File: config.mk
export PLATFORM = sky130hd
export DESIGN_NAME = acc_cpu
export DESIGN_NICKNAME = d
export VERILOG_FILES = /design/src/rtl/acc_cpu.sv
export SDC_FILE = /design/constraint.sdc
export NUM_CORES = 1
export LEC_CHECK = 0
export CAP_MARGIN = 15
export CORE_ASPECT_RATIO = 1.25
export CORE_MARGIN = 2
export CORE_UTILIZATION = 49
export DETAILED_ROUTE_END_ITERATION = 6
export PLACE_DENSITY_LB_ADDON = 0.12
export SLEW_MARGIN = 20
export SYNTH_ARGS = -nofsm -noshare
export SYNTH_HDL_FRONTEND = slang
export SYNTH_SLANG_ARGS = --single-unit
File: constraint.sdc
create_clock -name clk -period 4.9 [get_ports clk]
set_input_delay 0.98 -clock clk [delete_from_list [all_inputs] [get_ports clk]]
set_output_delay 0.98 -clock clk [all_outputs]
set_load 0.05 [all_outputs]
File: src/rtl/acc_cpu.sv
// Accumulator CPU: one instruction per FETCH/DECODE/EXECUTE pass, with an internal data memory.
// Optional debug read port on the data memory is enabled with ACC_CPU_DBG_PORT_EN.
module acc_cpu #(
    parameter int DATA_W = 8,
    parameter int ADDR_W = 4,
    parameter int OP_W   = 4,
    parameter int PC_W   = 8
) (
    input  logic                     clk,
    input  logic                     rst,
    output logic                     imem_req,
    output logic [PC_W-1:0]          imem_addr,
    input  logic                     imem_ack,
    input  logic [OP_W+ADDR_W-1:0]   imem_data,
    output logic [DATA_W-1:0]        acc,
    output logic                     flag_z,
    output logic                     flag_c,
    output logic                     halted
`ifdef ACC_CPU_DBG_PORT_EN
    ,
    input  logic [ADDR_W-1:0]        dbg_addr,
    output logic [DATA_W-1:0]        dbg_data
`endif
);

    // state    | meaning
    // S_FETCH  | imem_req high, wait for imem_ack, capture ir, pc+1
    // S_DECODE | single bubble cycle, operand read settles
    // S_EXECUTE| update acc/flags/memory/pc, go to FETCH or HALT
    // S_HALT   | frozen until reset
    typedef enum logic [1:0] {S_FETCH, S_DECODE, S_EXECUTE, S_HALT} state_t;

    localparam logic [OP_W-1:0] OP_LDA  = OP_W'(0);
    localparam logic [OP_W-1:0] OP_STA  = OP_W'(1);
    localparam logic [OP_W-1:0] OP_AND  = OP_W'(2);
    localparam logic [OP_W-1:0] OP_ADD  = OP_W'(3);
    localparam logic [OP_W-1:0] OP_SUB  = OP_W'(4);
    localparam logic [OP_W-1:0] OP_JZ   = OP_W'(5);
    localparam logic [OP_W-1:0] OP_JMP  = OP_W'(6);
    localparam logic [OP_W-1:0] OP_NOP  = OP_W'(7);
    localparam logic [OP_W-1:0] OP_MOVI = OP_W'(8);
    localparam logic [OP_W-1:0] OP_NAND = OP_W'(9);
    localparam logic [OP_W-1:0] OP_OR   = OP_W'(10);
    localparam logic [OP_W-1:0] OP_NOR  = OP_W'(11);
    localparam logic [OP_W-1:0] OP_XOR  = OP_W'(12);
    localparam logic [OP_W-1:0] OP_ADC  = OP_W'(13);
    localparam logic [OP_W-1:0] OP_JC   = OP_W'(14);
    localparam logic [OP_W-1:0] OP_HLT  = OP_W'(15);

    localparam int WIDE_W = DATA_W + ADDR_W + PC_W;

    state_t                   state_q, state_d;
    logic [PC_W-1:0]          pc_q, pc_d;
    logic [OP_W+ADDR_W-1:0]   ir_q, ir_d;
    logic [DATA_W-1:0]        acc_q, acc_d;
    logic                     z_q, z_d;
    logic                     c_q, c_d;
    logic                     halted_q, halted_d;
    logic                     run_q;
    logic                     mem_we;
    logic                     acc_wr;

    logic [DATA_W-1:0]        mem_q [0:(1<<ADDR_W)-1];

    logic [OP_W-1:0]          op;
    logic [ADDR_W-1:0]        x;
    logic [WIDE_W-1:0]        x_wide;
    logic [DATA_W-1:0]        x_data;
    logic [PC_W-1:0]          x_pc;
    logic [DATA_W-1:0]        mem_rd;
    logic [DATA_W:0]          sum;
    logic [DATA_W:0]          diff;

    assign op     = ir_q[OP_W+ADDR_W-1:ADDR_W];
    assign x      = ir_q[ADDR_W-1:0];
    assign x_wide = WIDE_W'(x);
    assign x_data = x_wide[DATA_W-1:0];
    assign x_pc   = x_wide[PC_W-1:0];
    assign mem_rd = mem_q[x];

    assign sum  = {1'b0, acc_q} + {1'b0, mem_rd} + {{DATA_W{1'b0}}, (op == OP_ADC) & c_q};
    assign diff = {1'b0, acc_q} - {1'b0, mem_rd};

    // run_q keeps imem_req low while reset is held and for the edge it is released on
    assign imem_req  = run_q && (state_q == S_FETCH);
    assign imem_addr = pc_q;
    assign acc       = acc_q;
    assign flag_z    = z_q;
    assign flag_c    = c_q;
    assign halted    = halted_q;

`ifdef ACC_CPU_DBG_PORT_EN
    assign dbg_data = mem_q[dbg_addr];
`endif

    always_ff @(posedge clk or negedge rst) begin
        if (!rst) begin
            state_q  <= S_FETCH;
            pc_q     <= '0;
            ir_q     <= '0;
            acc_q    <= '0;
            z_q      <= 1'b1;
            c_q      <= 1'b0;
            halted_q <= 1'b0;
            run_q    <= 1'b0;
        end else begin
            state_q  <= state_d;
            pc_q     <= pc_d;
            ir_q     <= ir_d;
            acc_q    <= acc_d;
            z_q      <= z_d;
            c_q      <= c_d;
            halted_q <= halted_d;
            run_q    <= 1'b1;
        end
    end

    always_ff @(posedge clk) begin
        if (mem_we) begin
            mem_q[x] <= acc_q;
        end
    end

    always_comb begin
        state_d  = state_q;
        pc_d     = pc_q;
        ir_d     = ir_q;
        acc_d    = acc_q;
        z_d      = z_q;
        c_d      = c_q;
        halted_d = halted_q;
        mem_we   = 1'b0;
        acc_wr   = 1'b0;

        case (state_q)
            S_FETCH: begin
                if (imem_req && imem_ack) begin
                    ir_d    = imem_data;
                    pc_d    = pc_q + PC_W'(1);
                    state_d = S_DECODE;
                end
            end
            S_DECODE: begin
                state_d = S_EXECUTE;
            end
            S_EXECUTE: begin
                state_d = S_FETCH;
                case (op)
                    OP_LDA:  begin acc_d = mem_rd;               acc_wr = 1'b1; end
                    OP_STA:  mem_we = 1'b1;
                    OP_AND:  begin acc_d = acc_q & mem_rd;       acc_wr = 1'b1; end
                    OP_ADD, OP_ADC: begin
                        acc_d  = sum[DATA_W-1:0];
                        c_d    = sum[DATA_W];
                        acc_wr = 1'b1;
                    end
                    OP_SUB: begin
                        acc_d  = diff[DATA_W-1:0];
                        c_d    = diff[DATA_W];
                        acc_wr = 1'b1;
                    end
                    OP_JZ:   if (z_q) pc_d = x_pc;
                    OP_JMP:  pc_d = x_pc;
                    OP_NOP:  ;
                    OP_MOVI: begin acc_d = x_data;               acc_wr = 1'b1; end
                    OP_NAND: begin acc_d = ~(acc_q & mem_rd);    acc_wr = 1'b1; end
                    OP_OR:   begin acc_d = acc_q | mem_rd;       acc_wr = 1'b1; end
                    OP_NOR:  begin acc_d = ~(acc_q | mem_rd);    acc_wr = 1'b1; end
                    OP_XOR:  begin acc_d = acc_q ^ mem_rd;       acc_wr = 1'b1; end
                    OP_JC:   if (c_q) pc_d = x_pc;
                    OP_HLT: begin
                        state_d  = S_HALT;
                        halted_d = 1'b1;
                    end
                    default: ;
                endcase
                if (acc_wr) begin
                    z_d = (acc_d == '0);
                end
            end
            S_HALT: begin
                state_d = S_HALT;
            end
            default: state_d = S_FETCH;
        endcase
    end

endmodule

======== Yosys cells after proc, flatten, opt, wreduce, memory -nomap -nowiden ========
Memories as Yosys holds them, arrays and structs flattened.
Index checks and enable logic that the tools add are counted.
storage, ports and cells
  input port bits ......................... 11
  word-level logic and storage cells ...... 71
  bits in registers ....................... 30
  RAM bits ................................ 128
  output and inout port bits .............. 20
  memories kept ........................... 1
memories
  memory  depth  bits a word  read ports  clocked after Yosys merged registers in  write ports  line  RTL
  mem_q   16     8            1           0                                        1            63    logic [DATA_W-1:0] mem_q [0:(1<<ADDR_W)-1];
operators by class
  add/subtract/negate cells ............... 4
  bitwise gates (word level) .............. 6
  equality and inequality tests ........... 21
  multiplexer cells ....................... 17
  reduce and logical (&&, ||, !) cells .... 14
operator list
  cell                                                             number
  8-bit case mux with 9 select lines                               1
  4-bit == test, second input constant                             8
  8-bit two-way mux                                                4
  8-bit case mux with 3 select lines                               1
  8-bit NOT                                                        2
  8-bit case mux with 2 select lines                               1
  4-bit by 3-bit == test with 1-bit output, second input constant  3
  10-bit OR reduction                                              1
  8-bit by 8-bit adder with 9-bit output                           1
  9-bit by 1-bit adder with 9-bit output                           1
  8-bit by 8-bit subtractor with 9-bit output                      1
  8-bit by 1-bit adder with 8-bit output, second input constant    1
  8-bit bitwise AND                                                1
  4-bit by 2-bit == test with 1-bit output, second input constant  2
  8-bit logical NOT                                                1
  8-bit bitwise OR                                                 1
  2-bit case mux with 4 select lines                               1
  2-bit AND reduction                                              4
  8-bit XOR                                                        1
  1-bit two-way mux                                                6
  3-bit inequality test, second input constant                     2
  5-bit AND reduction                                              1
  2-bit == test, second input constant                             2
  4-bit by 1-bit == test with 1-bit output, second input constant  1
  other kinds (11)                                                 14

======== Depth between registers and ports, before layout ========
  word-level depth ........................ 6
  gate-level depth with buffers ........... 18
  gate-level depth less buffers ........... 15

======== Least setup slack after synthesis ========
Ideal clock, no wire load.
  kind .................................... register to register
  start ................................... reg ir_q[0]
  end ..................................... reg z_q (netlist: flag_z)
  path buffers ............................ 4
  data arrival time ....................... 3531 ps
  clock period less this slack ............ 3628 ps
  stages on the path, launching flop included .. 17
  path slack .............................. 1272 ps
  path through ............................ dfrtp_1 buf_6 buf_4 buf_6 mux2i_1 a22oi_1 o22ai_1 or2_2 ha_1 buf_4 nor2_1 and3_1 a2111oi_0 nor2_1 a211o_1 a221o_1 o41ai_2
on the way
  word-level cells in the longest chain between the ends .. 6
  elaborated cells between the ends (all ways) .. 12
  those cells by class .................... 3 x add/sub; 2 x mux; 5 x bitwise; 1 x reduce/logical; 1 x memory
ends and longest elaborated chain
  element                                                               line  RTL
  start: declaration                                                    54    logic [OP_W+ADDR_W-1:0] ir_q, ir_d;
  start signal: assignment                                              109   ir_q <= ir_d;
  memory read 16 x 8 bit                                                -
  8-bit by 8-bit adder with 9-bit output, or another cell as far along  81    assign sum = {1'b0, acc_q} + {1'b0, mem_rd} + {{DATA_W{1'b0}}, (op == OP_ADC) & c_q};
  9-bit by 1-bit adder with 9-bit output, or another cell as far along  81
  8-bit case mux with 9 select lines *                                  148   case (op)
  8-bit two-way mux *                                                   135   case (state_q)
  8-bit logical NOT *                                                   178   z_d = (acc_d == '0);
  end signal: assignment                                                111   z_q <= z_d;
  end: declaration                                                      56    logic z_q, z_d;
Every way passes the cells marked *; elsewhere a longest branch is shown, timed or not. The select of a mux whose other input is x is not followed.
A chain may end at the register's enable or synchronous reset.

======== Final worst setup path ========
  start ................................... reg ir_q[2]
  end ..................................... reg z_q (netlist: flag_z)
The elaborated chain is that of the path after synthesis.

==> impl_metrics.csv <==
group,metric,value,unit
setup_path,endpoint_kind,"flip-flop",
pwr,peakVddDrop,0.400,mV
detailed_routing,vias,5120,
logic_synthesis,synthAdderAreaFrac,4.86,%
logic_synthesis,synth_most_common_cell,"edfxtp_1",
sta,finalCriticalPeriod,4.53,ns
global_route,grt_usage,23.6,%
setup_path,cp-endpoint,"flag_z",
die,io_pins,31,
cts,worstSkewPairLatency,0.43,ns
global_route,grt_pass1_wl,30100,um
pwr,power_density,641,nW/um^2
placed_design,pre_cts_slack,0.420,ns
sta,holdWs,0.465,ns
setup_path,reg2reg_depth,12,
sta,worst_slew_pin_slew,1.12,ns
sta,layout_setup_ws,0.370,ns
setup_path,crit_fanout,17,
pwr,switching_share,40.5,%
logic_synthesis,synthMuxAreaShare,11.5,%
sta,fin_crit_sh,92.4,%
placed_design,gp_congestion,0.957,
setup_path,critPathLaunch,"ir_q[2]",
logic_synthesis,ys_types,71,
logic_synthesis,synth_top_family_by_area,"multiplexers",
cts,cts_tree,"built",
cells_and_area,seqCellArea,4600,sq um
logic_synthesis,async_flop_share,19.0,%
setup_path,critPathArrivalTime,4.86,ns
sta,finalHoldViolations,0,
setup_path,r2r-end,"flag_z",
cells_and_area,finalNonFillerCells,846,
cts,hold_buffers,0,
logic_synthesis,ys_seq_area_share,57.9,%
logic_synthesis,yosysWarningCount,0,
global_route,antenna_found_initial,0,
pwr,seqPwrFrac,34.2,%
logic_synthesis,synth_ff_type,"edfxtp_1",
cts,cts.path.max_buffers,2,
sta,fin_skew,0.0115,ns
detailed_routing,drt-pass1-iter-count,4,
logic_synthesis,yosys.area_share.simple,9.91,%
pwr,intPower,3.45,mW
die,start_util,49.6,%
logic_synthesis,synth_fp_nets,624,
placed_design,placed_cells,814,
setup_path,rrSetupSlack,0.37,ns
cells_and_area,syn_to_final_growth,14.1,%
detailed_routing,vias_per_cell,6.05,
sta,slew_headroom,24.7,%
logic_synthesis,synth_area_leaders,"edfxtp_1, dfrtp_1, mux4_2, ha_1, nor2_1",
pwr,p_sw,2.35,mW
cells_and_area,drive_gt1_share,16.2,%
die,die_area,17200,sq um
sta,rsz0062_at_grt,"false",
logic_synthesis,syn_area,7930,sq um
cts,htree_num_levels,4,
detailed_routing,drc_errors,0,
status,status,"finished, final reports clean",
die,coreArea,16000,sq um
global_route,overflow,0,
pwr,pwr-share-clk,23.5,%
cells_and_area,multi_input_area,3000,sq um
global_route,grt_max_degree,37,
sta,fmax,221,MHz
cts,cts_made_buffers,17,
die,die_y,146,um
detailed_routing,routed_wl,19600,um
cells_and_area,fill_cells,1341,
cts,cts_root_buf,"clkbuf_16",
logic_synthesis,synth_cells,584,
pwr,power_frac_comb,42.3,%
logic_synthesis,yosysTopAreaCellShare,48.5,%
detailed_routing,wl_per_cell,23.2,um
logic_synthesis,ys_seq_elements,158,
min_path,holdCritStartpoint,"halted",
logic_synthesis,synth_top_area_cell,"edfxtp_1",
placed_design,io_buffers,30,
logic_synthesis,syn_area_per_cell,13.6,sq um
detailed_routing,ant_nets,0,
cells_and_area,antenna_cells,0,
logic_synthesis,synth_compound_area_share,10.8,%
cells_and_area,nets,657,
logic_synthesis,synth_xor_area_share,0.663,%
setup_path,worst_setup_path_start_kind,"flip-flop",
placed_design,dp_hpwl,13200,um
die,die_w,118,um
logic_synthesis,synth_edf_count,128,
setup_path,crit_type,"reg2reg",
sta,fin_tns_setup,0,ns
detailed_routing,drtIter0Drc,469,
setup_path,cp.required,5.23,ns
sta,setup_viol,0,
run,drv_cap,0,
pwr,p_leak,3.26,nW
sta,final_max_slew_viol_count,0,
cts,clkTransAtPathRegs,0.07,ns
global_route,grt_pass1_vias,5114,
setup_path,timing.rr.start,"ir_q[2]",
die,rows,52,
min_path,hold_path_class,"reg2reg",
cts,cts_num_sinks,158,
logic_synthesis,synthTopCellsByCount,"edfxtp_1, nor2_1, nand2_1",
-- logic make-up after synthesis --
group | count (synthesis)
DFF | 158
and+or+nand+nor | 156
AOI/OAI and AO/OA | 116
buffers and inverters | 66
muxes | 52
adders and majority gates | 29
xor gates and xnor gates | 6
other | 1
-- final cells by class --
cell class,instances,share of cell area (%)
clock buffers,17,4.70
flip-flops and latches,158,50.8
clock inverters,15,2.03
repair buffers,50,5.11
well taps,216,2.99
multi-input cells,360,33.1
inverters,30,1.29
-- metal layers --
layer  GRT usage [%]  vias to the layer above  part of all wire [%]
met5               0                        -                     0
met4            11.1                        0                   3.7
met3            4.02                       59                   3.7
met2            40.1                      151                    51
met1            29.4                     2604                    42
li1                -                     2306                     -
-- worst max-delay path: stages, from the launching register on --
cell and delay [ns]:
dfrtp_1 0.83, clkinvlp_4 0.49, nand2_1 0.27, o22ai_1 0.13, or2_2 0.35, ha_1 0.49
nor2_1 0.11, and3_1 0.21, a2111oi_0 0.44, nor2_1 0.13, a211o_1 0.30, a221o_1 0.35
o41ai_2 0.32
-- cells in the final DEF (no fill, tap or decap), drive strengths merged, types with 6 or more instances in the layout --
cell type      instances
inv                   34
a21oi                 18
edfxtp               128
dfrtp                 29
a21o                   6
clkbuf                17
buf                   20
nor2                  45
nor3b                  7
nand3                  9
mux2                  12
clkdlybuf4s50         30
nand2b                 9
mux2i                 11
mux4                  29
nand2                 36
o211ai                 6
a22oi                 12
o21ai                 23
nor3                  13
ha                    26
nor2b                 10
nand4                  6
-- state kept, by name, indices dropped and copies added (netlist names) --
signal,count
acc,8
run_q,1
ir_q,8
flag_z,1
flag_c,1
halted,1
mem_q,128
imem_addr,8
state_q,2
-- power by group through the flow --
| stage | Clock (mW) | Combinational [mW] | Sequential (mW) |
|---|---|---|---|
| final | 1.36 | 2.45 | 1.99 |
| after global routing | 1.44 | 2.65 | 2.01 |
| after CTS | 1.38 | 2.43 | 1.99 |
| after detailed placement | 0 | 2.42 | 2.02 |
| after global placement | 0 | 2.40 | 2.01 |
| after floorplan | 0 | 1.62 | 2.08 |
-- timing repair --
action,in CTS,in global routing
setup buffers,0,0
endpoints found under the setup margin,0,1
gates resized for setup,0,1
-- through the flow --
step           util [%]  cell area (sq um)  power (mW)
6_report           56.6               9050        5.80
5_1_grt            56.6               9050        6.10
3_3_place_gp       52.7               8440        4.40
4_1_cts            56.5               9050        5.80
2_1_floorplan         -               7930        3.70
3_5_place_dp       52.7               8440        4.43
-- how the worst min path moves through the flow --
stage / to / slack, ns / depth (start not counted)
floorplan: state_q[1] / 0.48 / 1
global placement: halted / 0.44 / 1
detailed placement: halted / 0.45 / 1
CTS: halted / 0.47 / 1
global route: halted / 0.49 / 1
finish: halted / 0.47 / 1
Power figures use the tool's default switching activity.
